### config.mk
export PLATFORM = sky130hd
export DESIGN_NAME = data_reg_bank_stream
export DESIGN_NICKNAME = d
export VERILOG_FILES = /design/src/rtl/data_reg_bank_pkg.sv /design/src/rtl/reg_bank_streamer.sv /design/src/rtl/data_reg_bank_stream.sv
export SDC_FILE = /design/constraint.sdc
export NUM_CORES = 1
export LEC_CHECK = 0
export BUFFER_PORTS_ARGS = -buffer_cell sky130_fd_sc_hd__clkbuf_2
export CAP_MARGIN = 15
export CORE_MARGIN = 10
export CORE_UTILIZATION = 51
export CTS_BUF_LIST = sky130_fd_sc_hd__clkbuf_8
export DETAILED_ROUTE_END_ITERATION = 10
export GPL_TIMING_DRIVEN = 1
export PLACE_DENSITY = 0.82
export SLEW_MARGIN = 40
export SYNTH_ARGS = -nofsm -noshare
export SYNTH_HDL_FRONTEND = slang
export SYNTH_SLANG_ARGS = --single-unit
### constraint.sdc
create_clock -name clk -period 6.95 [get_ports clk]
set_input_delay 0.695 -clock clk [delete_from_list [all_inputs] [get_ports clk]]
set_output_delay 0.695 -clock clk [all_outputs]
set_load 0.005 [all_outputs]
### src/rtl/data_reg_bank_pkg.sv
// Shared definitions for the data register bank and its stream sequencer.
package data_reg_bank_pkg;

  typedef logic [1:0] seq_state_t;

  localparam logic [1:0] ST_IDLE = 2'd0;
  localparam logic [1:0] ST_SCAN = 2'd1;
  localparam logic [1:0] ST_SEND = 2'd2;
  localparam logic [1:0] ST_DONE = 2'd3;

  // Entry i of a packed N*W bus lives at bits [i*W +: W].
  function automatic int unsigned slice_lsb(input int unsigned idx, input int unsigned width);
    return idx * width;
  endfunction

endpackage

### src/rtl/reg_bank_streamer.sv
// Sequencer that walks the bank in ascending address order and presents each
// valid entry on a valid/ready stream, holding the word until it is accepted.
module reg_bank_streamer
  import data_reg_bank_pkg::*;
#(
  parameter  int N  = 4,
  parameter  int W  = 32,
  localparam int AW = $clog2(N)
) (
  input  logic            clk,
  input  logic            reset,
  input  logic            start_i,
  input  logic            stream_ready_i,
  input  logic [N*W-1:0]  entries_i,
  input  logic [N-1:0]    valid_i,
  output logic [W-1:0]    stream_data_o,
  output logic [AW-1:0]   stream_addr_o,
  output logic            stream_valid_o,
  output logic            busy_o,
  output logic            done_o
);

  seq_state_t    state_q, state_d;
  logic [AW-1:0] ptr_q, ptr_d;
  logic [W-1:0]  data_q, data_d;
  logic [AW-1:0] addr_q, addr_d;

  logic [W-1:0]  cur_entry;
  logic          cur_valid;
  logic          at_last;

  // NOTE: every combinational output gets a default before any branch, so no path leaves it unassigned and no latch is inferred.
  always_comb begin
    cur_entry = '0;
    cur_valid = 1'b0;
    for (int i = 0; i < N; i++) begin
      if (ptr_q == AW'(i)) begin
        cur_entry = entries_i[slice_lsb(i, W) +: W];
        cur_valid = valid_i[i];
      end
    end
  end

  assign at_last = (ptr_q == AW'(N - 1));

  always_comb begin
    state_d = state_q;
    ptr_d   = ptr_q;
    data_d  = data_q;
    addr_d  = addr_q;
    case (state_q)
      ST_IDLE: begin
        if (start_i) begin
          state_d = ST_SCAN;
          ptr_d   = '0;
        end
      end
      ST_SCAN: begin
        if (cur_valid) begin
          data_d  = cur_entry;
          addr_d  = ptr_q;
          state_d = ST_SEND;
        end else if (at_last) begin
          state_d = ST_DONE;
        end else begin
          ptr_d = ptr_q + AW'(1);
        end
      end
      ST_SEND: begin
        // The presented word lives in data_q/addr_q, so bank writes cannot disturb it.
        if (stream_ready_i) begin
          if (at_last) begin
            state_d = ST_DONE;
          end else begin
            ptr_d   = ptr_q + AW'(1);
            state_d = ST_SCAN;
          end
        end
      end
      ST_DONE: state_d = ST_IDLE;
      default: state_d = ST_IDLE;
    endcase
  end

  // NOTE: sequential state uses non-blocking assignments so every register samples pre-edge values.
  always_ff @(posedge clk or posedge reset) begin
    if (reset) begin
      state_q <= ST_IDLE;
      ptr_q   <= '0;
      data_q  <= '0;
      addr_q  <= '0;
    end else begin
      state_q <= state_d;
      ptr_q   <= ptr_d;
      data_q  <= data_d;
      addr_q  <= addr_d;
    end
  end

  assign stream_data_o  = data_q;
  assign stream_addr_o  = addr_q;
  assign stream_valid_o = (state_q == ST_SEND);
  assign busy_o         = (state_q != ST_IDLE);
  assign done_o         = (state_q == ST_DONE);

endmodule

### src/rtl/data_reg_bank_stream.sv
// N-entry data register bank with per-entry valid flags, single/snapshot
// loading and an in-order stream of the valid entries.
module data_reg_bank_stream
  import data_reg_bank_pkg::*;
#(
  parameter  int N  = 4,
  parameter  int W  = 32,
  localparam int AW = $clog2(N)
) (
  input  logic            clk,
  input  logic            reset,
  input  logic [N*W-1:0]  in_all,
  input  logic [W-1:0]    data_in,
  input  logic [AW-1:0]   address,
  input  logic            write_address,
  input  logic            write_all,
  input  logic            clear,
  input  logic            start,
  input  logic            stream_ready,
  output logic [N*W-1:0]  out_all,
  output logic [N-1:0]    valid_mask,
  output logic [W-1:0]    stream_data,
  output logic [AW-1:0]   stream_addr,
  output logic            stream_valid,
  output logic            busy,
  output logic            done
);

  logic [W-1:0] entry_q [N];
  logic [W-1:0] entry_d [N];
  logic [N-1:0] valid_q, valid_d;

  // Priority clear > write_address > write_all; an out-of-range address matches no entry.
  always_comb begin
    entry_d = entry_q;
    valid_d = valid_q;
    if (clear) begin
      for (int i = 0; i < N; i++) entry_d[i] = '0;
      valid_d = '0;
    end else if (write_address) begin
      for (int i = 0; i < N; i++) begin
        if (address == AW'(i)) begin
          entry_d[i] = data_in;
          valid_d[i] = 1'b1;
        end
      end
    end else if (write_all) begin
      for (int i = 0; i < N; i++) entry_d[i] = in_all[slice_lsb(i, W) +: W];
      valid_d = '1;
    end
  end

  // NOTE: the storage array is reset on purpose; out_all must read zero straight after reset.
  always_ff @(posedge clk or posedge reset) begin
    if (reset) begin
      for (int i = 0; i < N; i++) entry_q[i] <= '0;
      valid_q <= '0;
    end else begin
      entry_q <= entry_d;
      valid_q <= valid_d;
    end
  end

  always_comb begin
    out_all = '0;
    for (int i = 0; i < N; i++) out_all[slice_lsb(i, W) +: W] = entry_q[i];
  end

  assign valid_mask = valid_q;

  reg_bank_streamer #(
    .N (N),
    .W (W)
  ) u_streamer (
    .clk            (clk),
    .reset          (reset),
    .start_i        (start),
    .stream_ready_i (stream_ready),
    .entries_i      (out_all),
    .valid_i        (valid_q),
    .stream_data_o  (stream_data),
    .stream_addr_o  (stream_addr),
    .stream_valid_o (stream_valid),
    .busy_o         (busy),
    .done_o         (done)
  );

endmodule

**Word-level counts from Yosys, hierarchy flattened**

Cells that the tools add are included.

- Reductions and logical operators: 13
- Divide/modulo/power cells: 0
- Multiply operators: 0
- Equality and inequality tests: 17
- Shift-type cells: 0
- $lt $le $gt $ge: 0
- Multiplexer cells: 33
- $add $sub $neg: 1
- Bitwise operators: 0

Operators by type and width:

| kind | count |
|---|---|
| two-way mux 128 bit | 3 |
| two-way mux 32 bit | 8 |
| two-way mux 2 bit | 9 |
| inequality test 3 x 1 -> 1 bit, second input constant | 5 |
| equality test 2 bit, second input constant | 6 |
| two-way mux 4 bit | 3 |
| AND reduction 2 bit | 5 |
| two-way mux 1 bit | 8 |
| case mux 2 bit (4 select lines) | 1 |
| equality test 2 x 1 -> 1 bit, second input constant | 3 |
| logical NOT 2 bit | 3 |
| inequality test 2 bit, second input constant | 3 |
| case mux 2 bit (3 select lines) | 1 |
| nonzero test 3 bit | 2 |
| AND reduction 4 bit | 1 |
| AND reduction 3 bit | 1 |
| adder 2 x 1 -> 2 bit, second input constant | 1 |
| nonzero test 2 bit | 1 |

- Output and inout bits: 169
- Register bits after elaboration: 170
- Memory bits (writable): 0
- Memories: 0
- Latch bits: 0
- Memory bits (read-only): 0
- Bits of input ports: 169

**Depth between registers and ports, before layout**

- Word-level depth: 7
- Depth in mapped cells: 9
- Gate-level depth less buffers: 6

**Hierarchy**

From an unflattened synthesis, not the netlist that was laid out.

- Cells, all modules: 881
- Area total of the unflattened synthesis: 9544.2 sq um

Modules (own cells, without submodules):

| module | sequential area each (sq um) | cells each | area each (sq um) | times used |
|---|---|---|---|---|
| data_reg_bank_stream | 3303.2 | 610 | 6835.3 | 1 |
| reg_bank_streamer | 950.9 | 271 | 2708.8 | 1 |

**Worst setup path before layout**

Ideal clock, no wire load.

- Path kind: register -> register
- From: register u_streamer.ptr_q[1]
- To: register u_streamer.data_q[4], in the netlist u_streamer.stream_data_o[4]
- Arrival time: 1.751 ns
- Path slack: 5.067 ns
- Period minus slack after synthesis: 1.883 ns
- Stages on the path, launching flop included: 10
- Setup time: 0.132 ns
- Path buffers: 3
- Cells stage by stage: dfrtp_1 > inv_1 > ha_1 > buf_2 > a211oi_2 > a2111o_1 > buf_2 > buf_6 > nand2_1 > o21ai_1

- Cells in the longest elaborated chain, start to end: 6
- Elaborated cells on any way between the ends: 13
- Those cells by class: 3 x eq/ne; 8 x mux; 2 x reduce/logical

RTL lines:

| element | RTL line | source |
|---|---|---|
| from (decl) | reg_bank_streamer.sv:24 | `logic [AW-1:0] ptr_q, ptr_d;` |
| from (signal assigned) | reg_bank_streamer.sv:94 | `ptr_q <= ptr_d;` |
| logical NOT 2 bit | reg_bank_streamer.sv:37 | `if (ptr_q == AW'(i)) begin` |
| two-way mux 1 bit (4 in a row) | reg_bank_streamer.sv:37 |  |
| AND reduction 2 bit (no line) | n/a |  |
| to (signal assigned) | reg_bank_streamer.sv:95 | `data_q <= data_d;` |
| to (decl) | reg_bank_streamer.sv:25 | `logic [W-1:0] data_q, data_d;` |

Several ways; a longest one is shown, not always the timed one.
A chain may end at the register's enable or synchronous reset.

**Final worst setup path**

- From: register u_streamer.ptr_q[0]
- To: register u_streamer.data_q[21], in the netlist u_streamer.stream_data_o[21]

Same word-level chain as after synthesis.

==> results_dict.tcl <==
set metrics [dict create \
    hpwl_um 21600 \
    p_per_area_mw_per_mm2 276 \
    rrSetupSlack_ps 4220 \
    hold_viol 0 \
    layout-drive-gt1-share 0.322 \
    synth_warnings 0 \
    avgViaCountPerCell 5.78 \
    path_clk_slew_ps 90 \
    totalWireLength_um 29500 \
    syn-num-nets 1109 \
    cts.sinks 170 \
    post_cts_buffers 0 \
    gp_congestion 0.840 \
    grt_pass1_vias 8551 \
    drt-initial-drc-count 649 \
    worstPathMaxFanout 69 \
    wire_per_inst_um 20.3 \
    fin_tns_setup_ps 0 \
    synthArstFlopShare 1.00 \
    mostFrequentLayoutCell "clkbuf_2" \
    nets 1393 \
    leakagePower_nw 5.72 \
    ys_ff_latch 170 \
    setup_viol 0 \
    finalClockSkew_ps 13.6 \
    grt_pass1_wl_um 46900 \
    maxCapViolCount 0 \
    post_cts_resized 0 \
    yosysUniqueCellTypes 31 \
    synth_top_area_cell "dfrtp_1" \
    ant_nets 0 \
    cp-end-kind "flip-flop" \
    worstRegToRegCells 8 \
    syn_to_final_growth_pct 24.9 \
    place.port_buffers 337 \
    drc_errors 0 \
    min_path_type "in2async" \
    r2r-end "u_streamer.stream_data_o[21]$_DFFE_PP0P_" \
    synth_edf_count 0 \
    postLayoutCoreUtil 0.651 \
    grt_start_max_net_pins 99 \
    fin_cells 1455 \
    root_buffer "clkbuf_8" \
    initial_core_util 0.521 \
    grt_overflow 0 \
    core-area_mm2 0.0173 \
    clockBufferDepth 2 \
    synth.cell_area_mm2 0.00901 \
    rsz0062_at_grt "no" \
    placed_cells 1421 \
    synth_area_leaders "dfrtp_1 (47%), mux2i_1 (14%), o31ai_1 (11%)" \
    ys.flop_type "dfrtp_1" \
    tritoncts "built" \
    maxClockFrequency_mhz 366 \
    crit_required_ps 7290 \
    whs_ps 319 \
    rr_startpoint "u_streamer.ptr_q[0]$_DFFE_PP0P_" \
    critPathLaunch "u_streamer.ptr_q[0]$_DFFE_PP0P_" \
    fin_area_mm2 0.0113 \
    mostFrequentLayoutCells "clkbuf_2 (335), nand2_1 (183), dfrtp_1 (170), mux2i_1 (130), o31ai_1 (128)" \
    syn_area_per_cell_um2 9.68 \
    die-area_mm2 0.0234 \
    worstMarginPinSlew_ps 793 \
    critPathLaunchType "flip-flop" \
    worstSetupPathType "reg2reg" \
    post_dp_cell_area_mm2 0.0108 \
    ctsHoldBuffers 0 \
    slew_violations 0 \
    clock_latency_ps 460 \
    layout_min_cycle_time_ps 2730 \
    rows 48 \
    htreeDepth 4 \
    fp.dieW_um 153 \
    synth_top_area_frac 0.472 \
    period_share 0.393 \
    io_pins 338 \
    antenna_found_initial 2 \
    cts_made_buffers 17 \
    arrival_ps 3070 \
    syn_inst 931 \
    track_usage 0.244 \
    irDropWorstVdd_uv 147 \
    yosysSeqAreaShare 0.472 \
    slew_headroom 0.471 \
    die_y_um 153 \
    drtPass1Iterations 7 \
    vias 8404 \
    num-fill-cells 1404 \
    status "complete, no violations" \
]
[worst max path at each step]
stage,to,slack [ps]
after floorplan,out_all[0]$_DFFE_PP0P_,1650
after global placement,u_streamer.ptr_q[0]$_DFFE_PP0P_,3840
after detailed placement,out_all[22]$_DFFE_PP0P_,3910
after CTS,u_streamer.stream_data_o[21]$_DFFE_PP0P_,4230
after global routing,u_streamer.ptr_q[0]$_DFFE_PP0P_,4040
final,u_streamer.stream_data_o[21]$_DFFE_PP0P_,4220
[where the power goes]
| group | switching, W | internal (W) | total, W |
|---|---|---|---|
| sequential | 0.000118 | 0.00114 | 0.00126 |
| clock | 0.000357 | 0.000371 | 0.000728 |
| combinational | 0.000666 | 0.000452 | 0.00112 |
[synthesized netlist by cell type (all sizes together) (2+ instances only)]
master  count
a211oi      2
a21oi      56
a221o      15
a22oi      32
a311oi      4
a31oi       2
buf        53
clkbuf     36
dfrtp     170
ha          9
inv        46
mux2i     130
nand2     183
nand3b      2
nor2b       4
o21ai      52
o31ai     128
[through the flow]
stage | power [W] | worst slack (ps)
after detailed placement | 0.00239 | 3910
after global placement | 0.00233 | 3840
after CTS | 0.00311 | 4230
after global routing | 0.00330 | 4040
final | 0.00310 | 4220
after floorplan | 0.00195 | 1650
[per-layer routing]
metal,vias up,routed length [um],global-route usage
met4,0,1010,0.106
met1,4006,11900,0.299
met5,-,0,0
met2,416,14500,0.403
met3,63,2140,0.0570
li1,3919,-,-
[critical path, cell delays in order (launching register included)]
cell	delay, ps
dfrtp_1	410
inv_1	150
ha_2	180
buf_4	590
a211oi_2	130
a2111o_2	720
buf_16	250
nand2_1	80
o21ai_0	80
[area by class of cell]
class	instances	area [um^2]	area share
tap	225	282	0.0250
antenna	2	5.00	0.000445
multi-input combinational	626	4260	0.378
sequential	170	4250	0.378
clock buffer	19	262	0.0232
timing repair buffer	354	1860	0.165
inverter	46	180	0.0160
clock inverter	13	154	0.0137
[logic make-up (layout without fill, tap and decap cells)]
family	after synthesis	after routing	synth area share
simple gates	193	193	0.0855
other cells	0	2	0
compound gates	294	294	0.221
mux	130	130	0.144
buf+inv	135	432	0.0644
fa+ha+maj	9	9	0.0125
flops	170	170	0.472
[sequential cells by signal, summed over array words and instances, names as in the netlist]
signal / flops
u_streamer.ptr_q: 2
u_streamer.stream_data_o: 32
out_all: 128
u_streamer.state_q: 2
valid_mask: 4
u_streamer.stream_addr_o: 2
Power figures use the tool's default switching activity.
